$ cat config.mk
export PLATFORM = sky130hd
export DESIGN_NAME = uart_rx_framer_flat
export DESIGN_NICKNAME = d
export VERILOG_FILES = /design/src/rtl/uart_pkg.sv /design/src/rtl/uart_rx_framer_if.sv /design/src/rtl/uart_rx_sync.sv /design/src/rtl/uart_rx_framer.sv /design/src/flat_wrapper.sv
export SDC_FILE = /design/constraint.sdc
export NUM_CORES = 1
export LEC_CHECK = 0
export ABC_AREA = 0
export CAP_MARGIN = 20
export CORE_ASPECT_RATIO = 1.4
export CORE_MARGIN = 3
export CORE_UTILIZATION = 35
export DETAILED_ROUTE_END_ITERATION = 10
export SLEW_MARGIN = 5
export SYNTH_ARGS = -nofsm -noshare
export SYNTH_HDL_FRONTEND = slang
export SYNTH_SLANG_ARGS = --single-unit
$ cat constraint.sdc
create_clock -name clk -period 2.3 [get_ports clk]
set_input_delay 0.46 -clock clk [delete_from_list [all_inputs] [get_ports clk]]
set_output_delay 0.46 -clock clk [all_outputs]
set_load 0.02 [all_outputs]
$ cat src/rtl/uart_pkg.sv
// uart_pkg: shared UART receiver types and constants.
// Contents: uart_rx_state_t state enum, default bit-cell length, data width.
package uart_pkg;
    typedef enum logic [2:0] {IDLE, START, DATA, PARITY, STOP, WAIT_IDLE} uart_rx_state_t;
    localparam int UART_DEFAULT_CLKS_PER_BIT = 104;
    localparam int UART_DATA_BITS = 8;
endpackage

$ cat src/rtl/uart_rx_framer_if.sv
// uart_rx_framer_if: byte hand-off between the UART receiver and its consumer.
// Signals: rx_byte, byte_available, frame_error, overrun, parity_error (receiver to consumer),
// byte_ack (consumer to receiver). Modports: master = receiver, slave = consumer.
interface uart_rx_framer_if;
    logic [7:0] rx_byte;
    logic       byte_available;
    logic       byte_ack;
    logic       frame_error;
    logic       overrun;
    logic       parity_error;
    modport master (output rx_byte, byte_available, frame_error, overrun, parity_error, input byte_ack);
    modport slave (input rx_byte, byte_available, frame_error, overrun, parity_error, output byte_ack);
endinterface

$ cat src/rtl/uart_rx_sync.sv
// uart_rx_sync: two-flop synchroniser for an asynchronous input, both flops reset to 1.
// Ports: clk, rst (async active-high), i_async (raw input), o_sync (synchronised output).
module uart_rx_sync (
    input  logic clk,
    input  logic rst,
    input  logic i_async,
    output logic o_sync
);
    logic r_meta;
    logic r_sync;
    always_ff @(posedge clk or posedge rst) begin
        if (rst) begin
            r_meta <= 1'b1;
            r_sync <= 1'b1;
        end else begin
            r_meta <= i_async;
            r_sync <= r_meta;
        end
    end
    assign o_sync = r_sync;
endmodule

$ cat src/rtl/uart_rx_framer.sv
// uart_rx_framer: 8N1 UART receiver (8E1 when UART_RX_PARITY_EN is defined) with 3-sample majority voting.
// Ports: clk, rst (async active-high), rx (raw serial input, idle high),
// bus (uart_rx_framer_if.master: rx_byte, byte_available, byte_ack, frame_error, overrun, parity_error).
// Parameter: CLKS_PER_BIT (>= 8) clock cycles per bit cell.
module uart_rx_framer
    import uart_pkg::*;
#(
    parameter int CLKS_PER_BIT = UART_DEFAULT_CLKS_PER_BIT
) (
    input  logic             clk,
    input  logic             rst,
    input  logic             rx,
    uart_rx_framer_if.master bus
);
    localparam int CW = $clog2(CLKS_PER_BIT);
    localparam int BW = $clog2(UART_DATA_BITS);
    localparam logic [CW-1:0] C_LAST = CW'(CLKS_PER_BIT - 1);
    localparam logic [CW-1:0] C_S0 = CW'(CLKS_PER_BIT / 2 - 1);
    localparam logic [CW-1:0] C_S1 = CW'(CLKS_PER_BIT / 2);
    localparam logic [CW-1:0] C_DEC = CW'(CLKS_PER_BIT / 2 + 1);
    uart_rx_state_t r_state;
    logic [CW-1:0]  r_cnt;
    logic [1:0]     r_smp;
    logic [BW-1:0]  r_bit;
    logic [7:0]     r_shift;
    logic [7:0]     r_rx_byte;
    logic           r_avail;
    logic           r_fe;
    logic           r_ovr;
    logic           w_rxs;
    logic           w_last;
    logic           w_dec;
    logic           w_maj;
    logic           w_perr;
    uart_rx_sync u_sync (
        .clk     (clk),
        .rst     (rst),
        .i_async (rx),
        .o_sync  (w_rxs)
    );
    assign w_last = r_cnt == C_LAST;
    assign w_dec  = r_cnt == C_DEC;
    // the third sample is the live synchronised input at the decision offset
    assign w_maj  = (r_smp[0] & r_smp[1]) | (w_rxs & (r_smp[0] | r_smp[1]));
`ifdef UART_RX_PARITY_EN
    logic r_par_err;
    logic r_pe;
    assign w_perr = r_par_err;
    assign bus.parity_error = r_pe;
`else
    assign w_perr = 1'b0;
    assign bus.parity_error = 1'b0;
`endif
    // IDLE is always at least one cycle, which also zeroes the cell counter before START
    always_ff @(posedge clk or posedge rst) begin
        if (rst) begin
            r_state   <= IDLE;
            r_cnt     <= '0;
            r_smp     <= '1;
            r_bit     <= '0;
            r_shift   <= '0;
            r_rx_byte <= '0;
            r_avail   <= 1'b0;
            r_fe      <= 1'b0;
            r_ovr     <= 1'b0;
`ifdef UART_RX_PARITY_EN
            r_par_err <= 1'b0;
            r_pe      <= 1'b0;
`endif
        end else begin
            r_fe  <= 1'b0;
            r_ovr <= 1'b0;
`ifdef UART_RX_PARITY_EN
            r_pe  <= 1'b0;
`endif
            if (bus.byte_ack) r_avail <= 1'b0;
            r_cnt <= (r_state == IDLE || r_state == WAIT_IDLE || w_last) ? '0 : r_cnt + 1'b1;
            if (r_cnt == C_S0 || r_cnt == C_S1) r_smp <= {r_smp[0], w_rxs};
            case (r_state)
                IDLE: if (!w_rxs) r_state <= START;
                START: begin
                    if (w_dec && w_maj) r_state <= IDLE;
                    else if (w_last) begin
                        r_state <= DATA;
                        r_bit   <= '0;
                    end
                end
                DATA: begin
                    // LSB arrives first, so shifting in from the top leaves it in bit 0
                    if (w_dec) r_shift <= {w_maj, r_shift[7:1]};
                    if (w_last) begin
                        r_bit <= r_bit + 1'b1;
`ifdef UART_RX_PARITY_EN
                        if (&r_bit) r_state <= PARITY;
`else
                        if (&r_bit) r_state <= STOP;
`endif
                    end
                end
`ifdef UART_RX_PARITY_EN
                PARITY: begin
                    if (w_dec) r_par_err <= w_maj != ^r_shift;
                    if (w_last) r_state <= STOP;
                end
`endif
                STOP: begin
                    // leave mid-stop so a back-to-back start edge is not missed
                    if (w_dec) begin
                        if (w_maj && !w_perr) begin
                            r_rx_byte <= r_shift;
                            r_avail   <= 1'b1;
                            r_ovr     <= r_avail && !bus.byte_ack;
                            r_state   <= IDLE;
                        end else begin
                            r_fe    <= !w_maj;
`ifdef UART_RX_PARITY_EN
                            r_pe    <= w_perr;
`endif
                            r_state <= w_maj ? IDLE : WAIT_IDLE;
                        end
                    end
                end
                WAIT_IDLE: if (w_rxs) r_state <= IDLE;
                default: r_state <= IDLE;
            endcase
        end
    end
    assign bus.rx_byte        = r_rx_byte;
    assign bus.byte_available = r_avail;
    assign bus.frame_error    = r_fe;
    assign bus.overrun        = r_ovr;
endmodule
$ cat src/flat_wrapper.sv
// flat-port wrapper written by rule: the top's interface ports become plain ports
module uart_rx_framer_flat import uart_pkg::*;
#(
    parameter int CLKS_PER_BIT = UART_DEFAULT_CLKS_PER_BIT
)
  (clk, rst, rx, bus_rx_byte, bus_byte_available, bus_frame_error, bus_overrun, bus_parity_error, bus_byte_ack);
  uart_rx_framer_if bus_i ();
  input  logic clk;
  input  logic rst;
  input  logic rx;
  output wire logic [$bits(bus_i.rx_byte)-1:0] bus_rx_byte;
  output wire logic [$bits(bus_i.byte_available)-1:0] bus_byte_available;
  output wire logic [$bits(bus_i.frame_error)-1:0] bus_frame_error;
  output wire logic [$bits(bus_i.overrun)-1:0] bus_overrun;
  output wire logic [$bits(bus_i.parity_error)-1:0] bus_parity_error;
  input wire logic [$bits(bus_i.byte_ack)-1:0] bus_byte_ack;
  assign bus_rx_byte = bus_i.rx_byte;
  assign bus_byte_available = bus_i.byte_available;
  assign bus_frame_error = bus_i.frame_error;
  assign bus_overrun = bus_i.overrun;
  assign bus_parity_error = bus_i.parity_error;
  assign bus_i.byte_ack = bus_byte_ack;
  uart_rx_framer #(.CLKS_PER_BIT(CLKS_PER_BIT)) u_core (.clk(clk), .rst(rst), .rx(rx), .bus(bus_i));
endmodule
==> impl_metrics.tcl <==
set metrics [dict create \
    status "complete, no violations" \
    drt_iter0_markers 18 \
    fin_tns_setup_ns 0 \
    drc_errors 0 \
    track_usage_pct 10.88 \
    finalSetupViolCount 0 \
    final_max_slew_viol_count 0 \
    design.core.area_um2 4379 \
    vias_per_cell 4.769 \
    worstSetupEndpointType "flop" \
    synthArstFlopShare_pct 100.0 \
    setup_slack_ns 0.5043 \
    grt_pass1_wl_um 4740 \
    cts_resized 0 \
    wirelength_um 2628 \
    path_cells "ha_1 -> nand3_1 -> nor4_4 -> o21ai_0 -> a32o_1" \
    critPathMaxFanout 5 \
    syn_nets 139 \
    grt_max_degree 37 \
    gp_congestion 0.8579 \
    firstDrtPassIters 4 \
    postRouteAntennaNets 0 \
    power_density_nw_per_um2 615.0 \
    pre_cts_ws_ns 0.4892 \
    fillers 412 \
    final_cell_mix "dfrtp_1 (32), mux2_2 (18), clkdlybuf4s50_1 (14)" \
    insertion_delay_ns 0.28 \
    finalHoldViolCount 0 \
    r2r_start "u_core.r_cnt[0]$_DFF_PP0_" \
    max_slew_margin_pct 65.39 \
    ys_ff_latch 36 \
    synth_edf_count 0 \
    antenna_found_initial 0 \
    hpwl_um 1940 \
    worst_pin_slew_ns 0.5180 \
    critical_path_class "flop to flop" \
    syn_area_um2 1650 \
    htreeDepth 2 \
    start_util_pct 37.69 \
    period_share_pct 78.07 \
    placementRows 28 \
    ys_types 40 \
    antenna_cells 0 \
    grt_pass1_vias 1078 \
    clock_skew_ns 0.004020 \
    slowest_delay_ns 0.41 \
    io_buffers 14 \
    wire_per_inst_um 12.63 \
    layout-drive-gt1-share_pct 25.00 \
    yosysSeqAreaShare_pct 54.89 \
    cts_setup_buffers 0 \
    hold_path.class "flop to flop" \
    cts_tree "yes" \
    min_to "u_core.u_sync.o_sync$_DFF_PP1_" \
    worstHoldPathCells 0 \
    rr_endpoint "u_core.r_bit[2]$_DFFE_PP0P_" \
    drv_cap 0 \
    arrival_ns 1.97 \
    cts-buffers-inserted 5 \
    cts.path.max_buffers 2 \
    pin_count 16 \
    root_buffer "clkbuf_8" \
    r2r_setup_slack_ns 0.50 \
    avgSynthCellArea_um2 12.69 \
    required_ns 2.47 \
    fp.dieW_um 64.04 \
    clkSinkCount 36 \
    die_h_um 87.25 \
    finalNetCount 156 \
    yosys_warnings 0 \
    dr_total_vias 992 \
    grt_overflow 0 \
    slowest_stage "dfrtp_1" \
    die_area_um2 5587 \
    clk_pin_slew_ns 0.07 \
    min_from "u_core.u_sync.r_meta$_DFF_PP1_" \
    ir_drop_v 0.0002736 \
    rsz0062_at_grt "no" \
    synth_ff_type "dfrtp_1" \
    p_leak_nw 0.8833 \
    layout.cells.most_common "dfrtp_1" \
    fmax_mhz 556.9 \
    min_period_ns 1.796 \
    r2r_cells 5 \
    start_kind "flop" \
    syn_to_final_growth_pct 17.59 \
    netlist_instances 130 \
    postCtsHoldBufs 0 \
]
==> cell usage after synthesis (all sizes together) (2+ instances only) <==
master  count  area, µm²
dfrtp      32      800.8
nor2       10      37.54
nor2b       5      31.28
o21ai       3      15.01
or2         2      12.51
xor2        2      17.52
nand3       5      37.54
nand2       5      18.77
xnor2       2      17.52
a21oi       3      15.01
a32o        2      20.02
buf         4      35.03
and3        2      17.52
dfstp       4      105.1
ha          5      62.56
inv         5      18.77
mux2       18      202.7
nand2b      3      18.77
and2        2      15.02
==> routing by layer <==
layer	part of all wire (%)	routed length (µm)	track usage [%]
met1	41	1075	11.41
met2	54	1406	19.66
met3	3.4	90	2.713
met4	2.1	56	5.894
met5	0	0	0
==> through the flow <==
stage	utilization [%]	power [mW]	std cells	hold slack, ns	instance area (µm²)
final	44.31	1.193	208	0.3575	1941
after global routing	44.31	1.240	208	0.3600	1941
after CTS	44.31	1.215	208	0.3593	1941
after detailed placement	41.86	0.6704	200	0.3487	1833
after global placement	41.86	0.6700	200	0.3464	1833
after floorplan	-	0.6613	130	0.3452	1650
==> worst max-delay path, delay by kind of cell, from the launching register on <==
family	cells	cell delay (ns)
and+or+nand+nor	2	0.56
DFF	1	0.41
adders and majority gates	1	0.25
AOI/OAI and AO/OA	2	0.46
==> registers in the layout, summed over array words and instances, names as in the netlist <==
signal / flops
u_core.r_bit: 3
u_core.bus.byte_available: 1
u_core.u_sync.o_sync: 1
u_core.r_shift: 8
u_core.u_sync.r_meta: 1
u_core.r_cnt: 7
u_core.bus.frame_error: 1
u_core.bus.rx_byte: 8
u_core.r_state: 3
u_core.bus.overrun: 1
u_core.r_smp: 2
==> kinds of logic after synthesis <==
family | synth area share [%]
AO/OA/AOI/OAI | 5.535
buffers and inverters | 3.563
other | 0.2272
AND/OR/NAND/NOR | 16.38
multiplexers | 12.89
flip-flops | 54.89
XOR/XNOR | 2.123
adder cells (fa/ha/maj) | 4.397
==> report_power, final <==
group	total, mW	switching, mW	leakage (nW)	internal, mW
registers	0.638	0.00124	0.474	0.636
logic	0.0197	0.0136	0.354	0.00607
clock network	0.536	0.215	0.0552	0.321
==> cell type report <==
| class | instances | area [µm²] | share of cell area, % |
|---|---|---|---|
| clock buffers | 6 | 72.57 | 3.740 |
| flip-flops and latches | 36 | 905.9 | 46.68 |
| clock inverters | 2 | 35.03 | 1.805 |
| well taps | 60 | 75.07 | 3.868 |
| repair buffers | 15 | 147.6 | 7.608 |
| inverters | 5 | 18.77 | 0.9671 |
| multi-input cells | 84 | 685.7 | 35.33 |
==> worst max-delay path by stage <==
stage	startpoint	end	slack, ns	cells past startpoint
2_1_floorplan	u_core.r_cnt[3]$_DFF_PP0_	u_core.r_shift[0]$_DFFE_PP0P_	0.59	6
3_3_place_gp	u_core.r_cnt[0]$_DFF_PP0_	u_core.r_bit[1]$_DFFE_PP0P_	0.54	5
3_5_place_dp	u_core.r_cnt[3]$_DFF_PP0_	u_core.r_shift[4]$_DFFE_PP0P_	0.49	4
4_1_cts	u_core.r_cnt[0]$_DFF_PP0_	u_core.r_bit[2]$_DFFE_PP0P_	0.48	5
5_1_grt	u_core.r_cnt[0]$_DFF_PP0_	u_core.r_bit[1]$_DFFE_PP0P_	0.32	5
6_report	u_core.r_cnt[0]$_DFF_PP0_	u_core.r_bit[2]$_DFFE_PP0P_	0.50	5
No activity file was read; power rests on OpenSTA's default activity.
